`config.mk`:
```
export PLATFORM = sky130hd
export DESIGN_NAME = seg_scan_driver
export DESIGN_NICKNAME = d
export VERILOG_FILES = /design/src/rtl/seg_pkg.sv /design/src/rtl/hex7seg_decoder.sv /design/src/rtl/seg_scan_driver.sv
export SDC_FILE = /design/constraint.sdc
export NUM_CORES = 1
export LEC_CHECK = 0
export ABC_AREA = 1
export ABC_CLOCK_PERIOD_IN_PS = 2200
export BUFFER_PORTS_ARGS = -buffer_cell sky130_fd_sc_hd__buf_4
export CORE_ASPECT_RATIO = 0.75
export CORE_MARGIN = 2
export CORE_UTILIZATION = 55
export DETAILED_ROUTE_END_ITERATION = 8
export GPL_TIMING_DRIVEN = 0
export PLACE_DENSITY = 0.72
export RECOVER_POWER = 25
export SLEW_MARGIN = 20
export SYNTH_ARGS = -nofsm -noshare
export SYNTH_HDL_FRONTEND = slang
export SYNTH_SLANG_ARGS = --single-unit
```
`constraint.sdc`:
```
create_clock -name i_mclk -period 2.2 [get_ports i_mclk]
set_input_delay 0.44 -clock i_mclk [delete_from_list [all_inputs] [get_ports i_mclk]]
set_output_delay 0.44 -clock i_mclk [all_outputs]
set_load 0.02 [all_outputs]
```
`src/rtl/seg_pkg.sv`:
```
// Shared constants and types for the multiplexed seven-segment scan driver.
// Segment codes are active-low with bit7 = decimal point (off).
package seg_pkg;

   localparam int NUM_DIGITS = 4;

   localparam logic [7:0] SEG_OFF   = 8'hFF;
   localparam logic [3:0] ANODE_OFF = 4'hF;

   localparam logic [7:0] SEG_0 = 8'hC0;
   localparam logic [7:0] SEG_1 = 8'hF9;
   localparam logic [7:0] SEG_2 = 8'hA4;
   localparam logic [7:0] SEG_3 = 8'hB0;
   localparam logic [7:0] SEG_4 = 8'h99;
   localparam logic [7:0] SEG_5 = 8'h92;
   localparam logic [7:0] SEG_6 = 8'h82;
   localparam logic [7:0] SEG_7 = 8'hF8;
   localparam logic [7:0] SEG_8 = 8'h80;
   localparam logic [7:0] SEG_9 = 8'h90;
   localparam logic [7:0] SEG_A = 8'h88;
   localparam logic [7:0] SEG_B = 8'h83;
   localparam logic [7:0] SEG_C = 8'hC6;
   localparam logic [7:0] SEG_D = 8'hA1;
   localparam logic [7:0] SEG_E = 8'h86;
   localparam logic [7:0] SEG_F = 8'h8E;

   typedef struct packed {
      logic [4*NUM_DIGITS-1:0] value;
      logic [NUM_DIGITS-1:0]   dp;
   } disp_word_t;

   function automatic logic [3:0] anode_select(input logic [1:0] index);
      return ~(4'b0001 << index);
   endfunction

endpackage

```
`src/rtl/hex7seg_decoder.sv`:
```
// Combinational hex nibble to active-low seven-segment decoder (bits g..a).
module hex7seg_decoder
   import seg_pkg::*;
(
   input  logic [3:0] nibble,
   output logic [6:0] seg_n
);

   always_comb begin
      seg_n = SEG_OFF[6:0];
      case (nibble)
         4'h0: seg_n = SEG_0[6:0];
         4'h1: seg_n = SEG_1[6:0];
         4'h2: seg_n = SEG_2[6:0];
         4'h3: seg_n = SEG_3[6:0];
         4'h4: seg_n = SEG_4[6:0];
         4'h5: seg_n = SEG_5[6:0];
         4'h6: seg_n = SEG_6[6:0];
         4'h7: seg_n = SEG_7[6:0];
         4'h8: seg_n = SEG_8[6:0];
         4'h9: seg_n = SEG_9[6:0];
         4'hA: seg_n = SEG_A[6:0];
         4'hB: seg_n = SEG_B[6:0];
         4'hC: seg_n = SEG_C[6:0];
         4'hD: seg_n = SEG_D[6:0];
         4'hE: seg_n = SEG_E[6:0];
         4'hF: seg_n = SEG_F[6:0];
      endcase
   end

endmodule

```
`src/rtl/seg_scan_driver.sv`:
```
// Four-digit multiplexed seven-segment driver with tear-free frame-boundary updates.
// Define LEADING_ZERO_BLANK_EN to suppress leading zero digits (3..1).
module seg_scan_driver
   import seg_pkg::*;
#(
   parameter int REFRESH_DIV = 100000
)
(
   input  logic        i_mclk,
   input  logic        i_reset,
   input  logic        i_load,
   input  logic [15:0] i_value,
   input  logic [3:0]  i_dp,
   input  logic        i_blank,
   output logic [7:0]  D_seg,
   output logic [3:0]  D_a,
   output logic        o_frame
);

   localparam int               CNT_W    = $clog2(REFRESH_DIV);
   localparam logic [CNT_W-1:0] CNT_LAST = CNT_W'(REFRESH_DIV - 1);

   logic [CNT_W-1:0] prescale;
   logic [1:0]       digit_idx;
   logic             tick;
   logic             frame_tick;

   disp_word_t       load_word;
   disp_word_t       pending;
   disp_word_t       display;
   logic             pending_valid;

   logic [3:0]       cur_nibble;
   logic [6:0]       cur_code;
   logic [6:0]       seg_bits;
   logic             lead_zero;

   assign tick       = (prescale == CNT_LAST);
   assign frame_tick = tick && (digit_idx == 2'd3);
   assign o_frame    = frame_tick && !i_reset;

   always_ff @(posedge i_mclk) begin
      if (i_reset) begin
         prescale  <= '0;
         digit_idx <= '0;
      end else begin
         prescale <= tick ? '0 : prescale + 1'b1;
         if (tick) begin
            digit_idx <= digit_idx + 2'd1;
         end
      end
   end

   // The visible value only changes on a frame boundary so a frame never mixes
   // two values; a load landing on the boundary itself bypasses the pending slot.
   assign load_word = '{value: i_value, dp: i_dp};

   always_ff @(posedge i_mclk) begin
      if (i_reset) begin
         pending       <= '0;
         pending_valid <= 1'b0;
         display       <= '0;
      end else if (frame_tick) begin
         if (i_load) begin
            display <= load_word;
         end else if (pending_valid) begin
            display <= pending;
         end
         pending_valid <= 1'b0;
      end else if (i_load) begin
         pending       <= load_word;
         pending_valid <= 1'b1;
      end
   end

   assign cur_nibble = display.value[{digit_idx, 2'b00} +: 4];

   hex7seg_decoder u_decoder (
      .nibble (cur_nibble),
      .seg_n  (cur_code)
   );

`ifdef LEADING_ZERO_BLANK_EN
   // A digit is a leading zero when it and every more-significant nibble are zero.
   always_comb begin
      lead_zero = 1'b0;
      case (digit_idx)
         2'd1:    lead_zero = (display.value[15:4] == 12'h000);
         2'd2:    lead_zero = (display.value[15:8] == 8'h00);
         2'd3:    lead_zero = (display.value[15:12] == 4'h0);
         default: lead_zero = 1'b0;
      endcase
   end
`else
   assign lead_zero = 1'b0;
`endif

   assign seg_bits = lead_zero ? 7'h7F : cur_code;

   always_ff @(posedge i_mclk) begin
      if (i_reset || i_blank) begin
         D_a   <= ANODE_OFF;
         D_seg <= SEG_OFF;
      end else begin
         D_a   <= anode_select(digit_idx);
         D_seg <= {~display.dp[digit_idx], seg_bits};
      end
   end

endmodule

```
==> flow_summary.json <==
{
  "syn_nets": 572,
  "die_w_um": 99.2,
  "finClkSkew_ps": 9.66,
  "start_kind": "flip-flop",
  "diodes": 0,
  "antenna_found_initial": 0,
  "register_area_um2": 1450,
  "finalSetupViolations": 0,
  "std_cell_rows": 25,
  "via_per_inst": 4.97,
  "synth_area_leader_cell": "dfxtp_1",
  "post-route-min-period_ps": 2100,
  "io_pins": 37,
  "n_fill_cell": 562,
  "wirelength_um": 8040,
  "crit_type": "reg -> out",
  "cp_num_buf_inv": 3,
  "initial_utilization_pct": 58.0,
  "clk_pin_slew_ps": 70,
  "die-area_um2": 7480,
  "hold_buffers": 0,
  "drv_slew": 0,
  "finalCritPeriodShare_pct": 95.2,
  "p_total_mw": 2.74,
  "place_ws_ps": 95.7,
  "cts_sinks": 72,
  "clock_latency_ps": 350,
  "final_util_pct": 68.2,
  "cts_root_buf": "clkbuf_8",
  "rsz0062_at_grt": "false",
  "drc": 0,
  "coreArea_um2": 6440,
  "tritoncts": "built",
  "clock_path_buffers": 2,
  "place_congestion": 0.831,
  "grt_pass1_vias": 2938,
  "worstPathRequired_ps": 1760,
  "leakagePower_nw": 2.03,
  "wl_per_cell_um": 11.9,
  "crit_chain": "inv_1 > nand2_1 > nor2_2 > nand3_4 > nor2_4 > buf_6 > nand2_2 > nor2_4 > buf_6",
  "synth_cell_types": 31,
  "synth.area.top_cells": "dfxtp_1, nand2_1, inv_1, nor2_1, nand3_1",
  "status": "complete, no violations",
  "synth_area_um2": 3740,
  "vdd_drop_max_v": 0.000475,
  "cts.htree.levels": 3,
  "ant_nets": 0,
  "fmax_ghz": 0.477,
  "numPortBuffers": 35,
  "grt_pass1_wl_um": 13700,
  "seq_area_frac_synth_pct": 38.5,
  "critPathSlowestCell": "dfxtp_1",
  "ys_warn_count": 0,
  "fin_nets": 625,
  "firstDrtPassIters": 4,
  "hp-class": "in -> reg",
  "multi_input_area_um2": 1880,
  "tns_ps": 0,
  "die_h_um": 75.4,
  "cp_top_family": "simple AND/OR/NAND/NOR gates",
  "grt_remaining_overflow": 0,
  "powerDensity_nw_per_um2": 623,
  "hpwl_um": 5850,
  "area_growth_pct": 17.4,
  "grt_max_degree": 13,
  "drive_gt1_share_pct": 14.3,
  "cap_violations": 0,
  "vias": 3354,
  "yosysTopAreaCellShare_pct": 38.5,
  "grt_usage_pct": 23.0,
  "relSlewSlack_pct": 60.9,
  "cp-end-kind": "output port",
  "crit_fanout": 5,
  "arrival_ps": 1660,
  "numCtsBuffers": 9,
  "synth-seq-cells": 72,
  "drtIter0Drc": 219,
  "worst_pin_slew_ps": 580,
  "slowest_delay_ps": 360,
  "final-hold-violation-count": 0,
  "setup_slack_ps": 105,
  "syn_avg_cell_area_um2": 6.96,
  "netlist_instances": 537
}
cells in the mapped netlist:
library cell / number
buf_6: 2
buf_2: 13
nand3_2: 3
ha_1: 11
buf_1: 2
or2_0: 2
dfxtp_1: 72
nor2_1: 68
nand3_4: 1
nand4_1: 22
o21ai_1: 2
o21ai_2: 1
xor2_1: 7
nor3_1: 6
and3_1: 1
xnor2_1: 2
inv_2: 4
o21ai_0: 12
inv_1: 81
a31oi_1: 1
o211ai_1: 4
mux2i_1: 20
buf_4: 2
clkbuf_1: 8
o21a_1: 1
clkinv_1: 1
nand2_1: 113
nand3_1: 41
nor2_2: 5
or2_2: 1
a21oi_1: 28
worst reg2reg max path, cell delays in order (launching register included):
cell	delay [ps]
dfxtp_1	370
buf_2	220
buf_2	230
o21ai_0	110
nand2_1	160
inv_1	120
ha_1	200
inv_1	80
nor2_1	70
o21ai_1	160
nand3_1	70
cell type report:
class | instances | area share (%)
buffer | 26 | 3.19
tap | 81 | 2.31
timing repair buffer | 43 | 6.32
clock buffer | 10 | 3.13
inverter | 86 | 7.41
sequential | 72 | 33.0
clock inverter | 5 | 1.85
multi-input combinational | 352 | 42.8
registers in the layout, summed over array words and instances, names as in the netlist:
register,count
D_a,4
D_seg,8
digit_idx,2
display,20
pending,20
pending_valid,1
prescale,17
placed cells by master (no fill, tap or decap), drive strengths merged, types with 2 or more instances in the layout:
cell      n
xnor2     2
ha       11
nor3      6
mux2i    20
buf      49
o211ai    4
bufinv    2
clkinv    3
or2       3
o21ai    15
nand4    22
a21oi    28
xor2      7
nor2     73
inv      85
nand2   113
dfxtp    72
clkbuf   30
nand3    45
worst paths after layout:
check                             from                      to  slack, ps  depth (start not counted)
min                            i_blank     D_seg[2]$_SDFF_PP1_        360                          3
max reg2reg  digit_idx[0]$_SDFFE_PP0P_     D_seg[3]$_SDFF_PP1_        260                         10
max            prescale[11]$_SDFF_PP0_                 o_frame        100                          9
min reg2reg     prescale[0]$_SDFF_PP0_  prescale[0]$_SDFF_PP0_        450                          1
kinds of logic after synthesis:
kind of cell    Yosys count  synth area share [%]
compound gates           49                  7.03
xor+xnor                  9                  2.11
flops                    72                  38.5
fa+ha+maj                11                  3.68
buf+inv                 113                  12.4
simple gates            263                  30.9
mux                      20                  5.35
per-stage QoR:
stage	hold WS (ps)	cells	area, µm²
floorplan	418	537	3740
global placement	427	653	4100
detailed placement	447	653	4100
CTS	275	670	4370
global route	370	675	4390
finish	360	675	4390
per-layer routing:
layer  track usage (%)  wire [µm]  vias to the layer above
met5                 0          0                        -
met3              5.87        412                        2
met4              6.09         25                        0
met1              32.1       4080                     1487
met2              36.1       3520                       74
li1                  -          -                     1791
timing repair:
action,CTS,global route
hold endpoints to repair,0,0
pin swaps,2,3
resized for setup,10,9
endpoints found under the setup margin,1,1
setup buffers,2,6
power by group:
part	total [mW]	internal [mW]	leakage (nW)	switching [mW]
combinational	0.222	0.0945	1.33	0.128
sequential	1.36	1.34	0.590	0.0195
clock	1.15	0.663	0.108	0.490
total	2.74	2.10	2.03	0.637
Power figures use the tool's default switching activity.
